===== src/rtl/memory_cycle_pkg.sv =====
// Shared definitions for the memory-access stage.
// funct3 encodings, FSM states and the alignment rule.
package riscv_mem_pkg;

   localparam logic [2:0] F3_LB  = 3'd0;
   localparam logic [2:0] F3_LH  = 3'd1;
   localparam logic [2:0] F3_LW  = 3'd2;
   localparam logic [2:0] F3_LBU = 3'd4;
   localparam logic [2:0] F3_LHU = 3'd5;
   localparam logic [2:0] F3_SB  = 3'd0;
   localparam logic [2:0] F3_SH  = 3'd1;
   localparam logic [2:0] F3_SW  = 3'd2;

   typedef enum logic {
      IDLE,
      WAIT
   } mem_state_t;

   // funct3[1:0] gives the access size; unknown codes are word accesses
   function automatic logic isMisaligned(
      input logic [2:0] funct3,
      input logic [1:0] addrLo
   );
      logic bad;
      unique case (funct3[1:0])
         2'b00:   bad = 1'b0;
         2'b01:   bad = addrLo[0];
         default: bad = |addrLo;
      endcase
      return bad;
   endfunction

endpackage


===== src/rtl/memory_cycle_load_align.sv =====
// Load data extraction: picks the addressed byte/half
// from the read word and sign- or zero-extends it.
module load_align
   import riscv_mem_pkg::*;
(
   input  logic [2:0]  funct3,
   input  logic [1:0]  addrLo,
   input  logic [31:0] rdata,
   output logic [31:0] result
);

   logic [7:0]  byteSel;
   logic [15:0] halfSel;

   // lane selection from the low address bits
   always_comb begin
      byteSel = rdata[8*addrLo +: 8];
      halfSel = addrLo[1] ? rdata[31:16] : rdata[15:0];
   end

   // extension by load type; anything unknown acts as LW
   always_comb begin
      unique case (funct3)
         F3_LB:   result = {{24{byteSel[7]}}, byteSel};
         F3_LH:   result = {{16{halfSel[15]}}, halfSel};
         F3_LBU:  result = {24'd0, byteSel};
         F3_LHU:  result = {16'd0, halfSel};
         default: result = rdata;
      endcase
   end

endmodule


===== src/rtl/memory_cycle.sv =====
// M stage: data memory handshake, store lanes,
// load extraction and the MEM/WB register.
module memory_cycle
   import riscv_mem_pkg::*;
#(
   parameter int DW = 32
) (
   input  logic          clk,
   input  logic          rst,
   input  logic          validM,
   input  logic          RegWriteM,
   input  logic          memtoRegM,
   input  logic          MemReadM,
   input  logic          MemWriteM,
   input  logic [DW-1:0] ALUOutM,
   input  logic [DW-1:0] WriteDataM,
   input  logic [DW-1:0] InstrM,
   output logic          stallM,
   output logic          misalignM,
   output logic          dmem_req,
   output logic          dmem_we,
   output logic [DW-1:0] dmem_addr,
   output logic [3:0]    dmem_be,
   output logic [DW-1:0] dmem_wdata,
   input  logic          dmem_ack,
   input  logic [DW-1:0] dmem_rdata,
   output logic          RegWriteW,
   output logic          memtoRegW,
   output logic [DW-1:0] ALUOutW,
   output logic [DW-1:0] InstrW,
   output logic [DW-1:0] readDataW
);

   mem_state_t state;
   mem_state_t nextState;

   logic [2:0]    funct3;
   logic [1:0]    addrLo;
   logic          memOp;
   logic          badAlign;
   logic          idleReq;
   logic          complete;
   logic          loadW;
   logic [3:0]    storeBe;
   logic [DW-1:0] storeData;
   logic [DW-1:0] loadData;

   assign funct3   = InstrM[14:12];
   assign addrLo   = ALUOutM[1:0];
   assign memOp    = validM & (MemReadM | MemWriteM);
   assign badAlign = isMisaligned(funct3, addrLo);
   assign idleReq  = memOp & ~badAlign;

   // state register; reset abandons any outstanding access
   always_ff @(posedge clk or negedge rst) begin
      if (!rst) state <= IDLE;
      else      state <= nextState;
   end

   // handshake control, all forced low while in reset
   always_comb begin
      nextState = state;
      stallM    = 1'b0;
      dmem_req  = 1'b0;
      misalignM = 1'b0;
      if (rst) begin
         unique case (state)
            IDLE: begin
               misalignM = memOp & badAlign;
               dmem_req  = idleReq;
               stallM    = idleReq & ~dmem_ack;
               if (idleReq && !dmem_ack) nextState = WAIT;
            end
            WAIT: begin
               dmem_req = 1'b1;
               stallM   = ~dmem_ack;
               if (dmem_ack) nextState = IDLE;
            end
            default: nextState = IDLE;
         endcase
      end
   end

   // store byte enables and lane-replicated data
   always_comb begin
      storeBe   = 4'hF;
      storeData = WriteDataM;
      unique case (funct3[1:0])
         2'b00: begin
            storeBe   = 4'b0001 << addrLo;
            storeData = {4{WriteDataM[7:0]}};
         end
         2'b01: begin
            storeBe   = 4'b0011 << addrLo;
            storeData = {2{WriteDataM[15:0]}};
         end
         default: begin
            storeBe   = 4'hF;
            storeData = WriteDataM;
         end
      endcase
   end

   assign dmem_we    = dmem_req & MemWriteM;
   assign dmem_addr  = {ALUOutM[DW-1:2], 2'b00};
   assign dmem_be    = (validM & MemWriteM) ? storeBe : 4'b0000;
   assign dmem_wdata = storeData;

   load_align uAlign (
      .funct3 (funct3),
      .addrLo (addrLo),
      .rdata  (dmem_rdata),
      .result (loadData)
   );

   assign complete = dmem_req & dmem_ack;
   assign loadW    = validM & ~stallM & ~misalignM
                   & (~memOp | complete);

   // MEM/WB register: real instruction or a bubble
   always_ff @(posedge clk or negedge rst) begin
      if (!rst) begin
         RegWriteW <= 1'b0;
         memtoRegW <= 1'b0;
         ALUOutW   <= '0;
         InstrW    <= '0;
         readDataW <= '0;
      end else if (loadW) begin
         RegWriteW <= RegWriteM;
         memtoRegW <= memtoRegM;
         ALUOutW   <= ALUOutM;
         InstrW    <= InstrM;
         readDataW <= memOp ? loadData : '0;
      end else begin
         RegWriteW <= 1'b0;
         memtoRegW <= 1'b0;
      end
   end

endmodule


===== config.mk =====
export PLATFORM = sky130hd
export DESIGN_NAME = memory_cycle
export DESIGN_NICKNAME = d
export VERILOG_FILES = /design/src/rtl/memory_cycle_pkg.sv /design/src/rtl/memory_cycle_load_align.sv /design/src/rtl/memory_cycle.sv
export SDC_FILE = /design/constraint.sdc
export NUM_CORES = 1
export LEC_CHECK = 0
export BUFFER_PORTS_ARGS = -buffer_cell sky130_fd_sc_hd__buf_2
export CAP_MARGIN = 10
export CORE_MARGIN = 8
export CORE_UTILIZATION = 49
export CTS_BUF_LIST = sky130_fd_sc_hd__clkbuf_4 sky130_fd_sc_hd__clkbuf_8
export DETAILED_ROUTE_END_ITERATION = 7
export GPL_TIMING_DRIVEN = 0
export PLACE_DENSITY = 0.95
export REMOVE_ABC_BUFFERS = 1
export SETUP_SLACK_MARGIN = 0.05
export SLEW_MARGIN = 20
export SYNTH_ARGS = -nofsm -noshare
export SYNTH_HDL_FRONTEND = slang
export SYNTH_SLANG_ARGS = --single-unit

===== constraint.sdc =====
create_clock -name clk -period 2.8 [get_ports clk]
set_input_delay 0.56 -clock clk [delete_from_list [all_inputs] [get_ports clk]]
set_output_delay 0.56 -clock clk [all_outputs]
set_load 0.02 [all_outputs]

Yosys cells after proc, flatten, opt, wreduce, memory -nomap -nowiden
Index checks and enable logic that the tools add are counted.

Register bits after elaboration: 99. Word-level logic and storage cells: 54.

Eq/ne operators: 4. Shift-type cells: 3. Mux-type cells: 18. Bitwise gates (word level): 18. Reductions and logical operators: 5.

Operators by type and width (count): $pmux W32 S4 (1); $pmux W32 S2 (1); $mux W32 (1); $shiftx A32 B6 Y8 (1); $mux W16 (1); $and A1 B1 Y1 (10); $mux W1 (8); $pmux W1 S2 (4); $pmux W4 S2 (1); $eq A3 B3 Y1 const B (2); $not A1 Y1 (6); $mux W4 (1); $shl A1 B2 Y4 const A (1); $shl A2 B2 Y4 const A (1); $eq A3 B1 Y1 const B (1); $logic_not A3 Y1 (1); $eq A2 B1 Y1 const B (1); $logic_not A2 Y1 (1); $or A1 B1 Y1 (2); $reduce_or A2 Y1 (1); $logic_and A1 B1 Y1 (1); $logic_not A1 Y1 (1).

Longest topological paths before layout
Word-level depth: 12. Depth in mapped cells: 7. Depth with buffers taken out: 5.

Modules after synthesis
Synthesis repeated with hierarchy kept, for this count alone.

Cell total of the unflattened synthesis: 448. Area, all modules: 5527.8 um2.

Modules (own cells, without submodules): memory_cycle (times used 1, cells an instance 330, area an instance 4767.1 um2, seq. area each 2477.4 um2); load_align (times used 1, cells an instance 118, area an instance 760.7 um2, seq. area each 0.0 um2).

Worst setup path before layout
OpenSTA, ideal clock, no wires.

Kind: input-to-output. From: input InstrM[12]. To: output dmem_wdata[24]. Arrival time: 1866 ps. Data required time: 2240 ps. Setup slack: 374 ps. Stages on the path: 5. Path buffers: 3. Cell sequence: buf_2 buf_1 buf_2 mux2i_1 o21ai_0.

Word-level cells in the longest chain between the ends: 2. Elaborated cells on any way between the ends: 3. Those cells by class: eq/ne: 1; mux: 1; reduce/logical: 1.

Ends and longest elaborated chain: from (decl) (RTL line memory_cycle.sv:17) `input logic [DW-1:0] InstrM,`; $eq A2 B1 Y1 / $logic_not A2 Y1 (equally long branches) (RTL line memory_cycle.sv:88) `unique case (funct3[1:0])`; $pmux W32 S2 * (RTL line memory_cycle.sv:88); to (decl) (RTL line memory_cycle.sv:24) `output logic [DW-1:0] dmem_wdata,`.

Every way passes the cells marked *; elsewhere a longest branch is shown, timed or not.

Worst setup path after layout
From: input MemReadM. To: register ALUOutW[15].

Word-level cells in the longest chain between the ends: 10. Elaborated cells on any way between the ends: 19. Those cells by class: mux: 6; bitwise: 13.

Ends and longest elaborated chain: from (decl) (RTL line memory_cycle.sv:13) `input logic MemReadM,`; $or A1 B1 Y1 * (RTL line memory_cycle.sv:50) `assign memOp = validM & (MemReadM | MemWriteM);`; $and A1 B1 Y1 * (RTL line memory_cycle.sv:50); $and A1 B1 Y1 (RTL line memory_cycle.sv:52) `assign idleReq = memOp & ~badAlign;`; $and A1 B1 Y1 (RTL line memory_cycle.sv:71) `stallM = idleReq & ~dmem_ack;`; $pmux W1 S2 (RTL line memory_cycle.sv:67) `unique case (state)`; $mux W1 (RTL line memory_cycle.sv:66) `if (rst) begin`; $not A1 Y1 (RTL line memory_cycle.sv:117) `assign loadW = validM & ~stallM & ~misalignM`; $and A1 B1 Y1 (2 in a row) (RTL line memory_cycle.sv:117); $and A1 B1 Y1 * (RTL line memory_cycle.sv:118) `& (~memOp | complete);`; to (signal assigned) (RTL line memory_cycle.sv:131) `ALUOutW <= ALUOutM;`; to (decl) (RTL line memory_cycle.sv:29) `output logic [DW-1:0] ALUOutW,`.

Marked as above. A chain may end at the register's enable or synchronous reset.

==> impl_summary.txt <==
----------------------------------------------------
[Run status]
  Status ... completed

[Critical path]
  Slowest cell delay on critical path ... 0.57 ns
  Largest fanout on the critical path ... 56
  Class of the most critical setup path ... in2reg
  Startpoint of the worst setup timing path ... MemReadM
  CP endpoint kind ... register
  Worst R2R Start ... state
  Critical path required time ... 3.01 ns
  Delay-heaviest family, CP ... simple AND/OR/NAND/NOR gates
  CP Launch Type ... input port
  Critical path arrival ... 2.72 ns
  Slowest stage cell, crit path ... sky130_fd_sc_hd__o21ai_2
  List of cells traversed by the critical path ... buf_2 > o21ai_2 > nand3_4 > nand2_4 > buf_16 > mux2_1
  Critical path buffer and inverter count ... 2

[Clocking]
  CTS tree ... done
  Num Clock Sinks ... 99
  Clock latency on the worst-skew pair ... 0.34 ns
  Number of buffers created by CTS ... 9
  Clock slew seen by the registers of the worst setup and hold paths ... 0.10 ns
  Clock tree root buffer cell ... sky130_fd_sc_hd__clkbuf_8
  Buffers from clock root to sink, at most ... 2
  Number of H-tree branching levels ... 3

[GRT]
  Largest net degree at the start of global routing ... 57
  Remaining global-route overflow ... 0
  Wire length of the first global-routing pass ... 27600 um
  Via count of the first global-routing pass ... 4968
  Initial antenna violation count ... 2
  Tot GR Track Use ... 24.9%

[Logic synthesis]
  Cell area after technology mapping ... 5120 um2
  Number of warnings printed during yosys synthesis ... 0
  Synth Instances ... 446
  Count of distinct cell types in the synthesized netlist ... 38
  Post-synthesis register bit count ... 99
  Proportion of synthesized chip area in sequential cells ... 48.4%
  Average size of a mapped cell ... 11.5 um2

[Detailed routing]
  Iteration-0 DRC Markers ... 334
  Via-to-Cell Ratio ... 5.48
  Final routed wire length divided by cell count ... 21.6 um
  Post-route antenna net violation count ... 0
  Post-route DRC ... 0
  TritonRoute pass-1 iters ... 5
  Wirelength, routed ... 18100 um
  Vias ... 4600

[Placement]
  Placer's final routability congestion estimate ... 0.875
  Count of input and output buffers ... 303
  Dpl hpwl ... 14500 um
  Dpl ws ... -0.387 ns
  Total placed instance area ... 6480 um2

[Power and ir drop]
  Worst ir drop on vdd ... 0.339 mV
  Pwr dens ... 605 nW/um2
  Leakage power total ... 3.43 nW

[STA]
  WHS ... 0.145 ns
  Hold Vio Cnt, Final ... 0
  Crit share post-route ... 89.5%
  Max Freq ... 399 MHz
  Setup repair after global routing missed its margin ... false
  Clock skew ... 0.00696 ns
  Headroom to the max-slew limit ... 26.2%
  Slew at the pin with the worst max-slew slack ... 1.10 ns
  Final setup slack of the worst path ... 0.295 ns
  Minimum clock period ... 2.50 ns
  Final number of setup-violating endpoints ... 0
  Final Max Slew Viols ... 0
  Total negative setup slack ... 0 ns

[Floorplan]
  IO Pins ... 306
  Core footprint ... 10200 um2
  Floorplan die area ... 14000 um2
  Placement row count ... 37
  Die Wd ... 118 um
  Initial Utilization ... 50.0%
  Vert. Die Dim ... 118 um

[Layout]
  Layout area overhead ... 31.5%
  Combined area of the multi-input logic cells ... 2210 um2
  Total area of sequential cells ... 2480 um2
  Post-route cell area ... 6730 um2
  Fraction of layout instances using a drive strength above 1 ... 53.6%
  Total number of nets in the final design ... 834
  Fill cell count ... 781

[Worst hold path]
  Worst hold path type ... in2async

[Flow run]
  Max-cap check violation count ... 0

----------------------------------------------------
[path summary, 6_finish.rpt]
| kind | end | slack [ns] | depth (start not counted) |
|---|---|---|---|
| max in group asynchronous | InstrW[11] | 2.03 | 2 |
| setup reg to reg | ALUOutW[15] | 0.74 | 5 |
| hold reg to reg | ALUOutW[30] | 0.49 | 1 |
| setup / recovery | ALUOutW[15] | 0.30 | 6 |
| hold / removal | RegWriteW | 0.14 | 1 |
| min in group clk | InstrW[3] | 0.43 | 2 |
[power breakdown]
part / total, mW / switching (mW) / internal, mW
clock network: 0.959 / 0.487 / 0.472
registers: 1.76 / 0.114 / 1.65
logic: 1.35 / 0.849 / 0.500
[registers in the layout (all words and copies together) (netlist names)]
signal,cells
ALUOutW,32
memtoRegW,1
state,1
RegWriteW,1
InstrW,32
readDataW,32
[logic make-up after synthesis]
logic type / synth area share, %
simple gates: 7.85
flops: 48.4
mux: 21.2
other cells: 0.0733
buf+inv: 9.19
compound gates: 13.3
[cell usage in the layout, fill, tap and decap left out, types with 3 or more instances in the layout]
cell type / n
sky130_fd_sc_hd__buf_2: 301
sky130_fd_sc_hd__dfrtp_1: 99
sky130_fd_sc_hd__mux2_1: 50
sky130_fd_sc_hd__mux2_2: 31
sky130_fd_sc_hd__nor2_1: 26
sky130_fd_sc_hd__nand3_1: 26
sky130_fd_sc_hd__o21ai_0: 19
sky130_fd_sc_hd__nand2_1: 17
sky130_fd_sc_hd__mux2i_1: 15
sky130_fd_sc_hd__a22o_1: 13
sky130_fd_sc_hd__o31ai_1: 11
sky130_fd_sc_hd__clkbuf_8: 11
sky130_fd_sc_hd__o31ai_2: 10
sky130_fd_sc_hd__o221ai_1: 9
sky130_fd_sc_hd__a21oi_1: 8
sky130_fd_sc_hd__a221o_1: 6
sky130_fd_sc_hd__inv_1: 4
sky130_fd_sc_hd__and2_1: 3
sky130_fd_sc_hd__nor3_1: 3
sky130_fd_sc_hd__buf_4: 3
sky130_fd_sc_hd__buf_16: 3
[through the flow]
| step | utilization [%] | instances | power (mW) |
|---|---|---|---|
| floorplan | - | 377 | 2.47 |
| global placement | 62.2 | 816 | 3.06 |
| detailed placement | 63.4 | 820 | 3.15 |
| CTS | 65.6 | 836 | 4.09 |
| global route | 65.8 | 839 | 4.25 |
| finish | 65.8 | 839 | 4.07 |
[Yosys cell counts]
library cell / count / area (um2)
sky130_fd_sc_hd__inv_1: 5 / 18.8
sky130_fd_sc_hd__clkbuf_1: 10 / 37.5
sky130_fd_sc_hd__a221o_1: 6 / 60.1
sky130_fd_sc_hd__a22o_1: 13 / 114
sky130_fd_sc_hd__o21ai_2: 1 / 8.76
sky130_fd_sc_hd__buf_2: 16 / 80.1
sky130_fd_sc_hd__o31ai_2: 11 / 138
sky130_fd_sc_hd__mux2_2: 31 / 349
sky130_fd_sc_hd__o2111ai_1: 1 / 8.76
sky130_fd_sc_hd__mux4_2: 1 / 22.5
sky130_fd_sc_hd__and3_1: 2 / 12.5
sky130_fd_sc_hd__o31ai_1: 11 / 82.6
sky130_fd_sc_hd__nor2_1: 27 / 101
sky130_fd_sc_hd__nor2b_1: 2 / 12.5
sky130_fd_sc_hd__nand2_1: 18 / 67.6
sky130_fd_sc_hd__dfrtp_1: 99 / 2480
sky130_fd_sc_hd__a211oi_1: 1 / 7.51
sky130_fd_sc_hd__buf_6: 2 / 22.5
sky130_fd_sc_hd__nor3_1: 3 / 15.0
sky130_fd_sc_hd__and2_1: 4 / 25.0
sky130_fd_sc_hd__clkinv_1: 1 / 3.75
sky130_fd_sc_hd__and3b_4: 1 / 12.5
sky130_fd_sc_hd__o21ai_0: 19 / 95.1
sky130_fd_sc_hd__o2bb2ai_1: 1 / 8.76
sky130_fd_sc_hd__mux2i_1: 15 / 150
sky130_fd_sc_hd__o22ai_1: 1 / 6.26
sky130_fd_sc_hd__a22oi_2: 1 / 12.5
sky130_fd_sc_hd__a31oi_1: 2 / 12.5
sky130_fd_sc_hd__buf_1: 2 / 7.51
sky130_fd_sc_hd__a21oi_1: 8 / 40.0
sky130_fd_sc_hd__nand2b_1: 2 / 12.5
sky130_fd_sc_hd__conb_1: 1 / 3.75
sky130_fd_sc_hd__o221ai_1: 9 / 78.8
sky130_fd_sc_hd__o21a_1: 1 / 7.51
sky130_fd_sc_hd__buf_4: 40 / 300
sky130_fd_sc_hd__mux2_1: 50 / 563
sky130_fd_sc_hd__nor3b_1: 1 / 7.51
sky130_fd_sc_hd__nand3_1: 27 / 135
[final cells by class]
class                   count  share of cell area, %
repair buffers            309                   24.3
diodes                      1                 0.0372
repair inverters            1                 0.0744
multi-input cells         272                   32.8
flip-flops and latches     99                   36.8
well taps                 136                   2.53
inverters                   6                  0.390
clock inverters             3                  0.707
clock buffers              12                   2.36
[per-layer routing]
layer  global-route usage [%]  part of all wire [%]  up-vias
met2                     46.8                    53      260
met4                     8.57                   2.8        2
li1                         -                     -     2075
met1                     25.2                    36     2230
met3                     8.00                   8.5       33
met5                        0                 0.061        -
[repair_timing]
action / in CTS / in global routing
cloned: 1 / 0
endpoints found under the setup margin: 54 / 49
endpoints found under the hold margin: 0 / 0
gates resized for setup: 3 / 1
pin swaps: 0 / 1
hold buffers: 0 / 0
buffers inserted: 0 / 2
No activity file was read; power rests on OpenSTA's default activity.
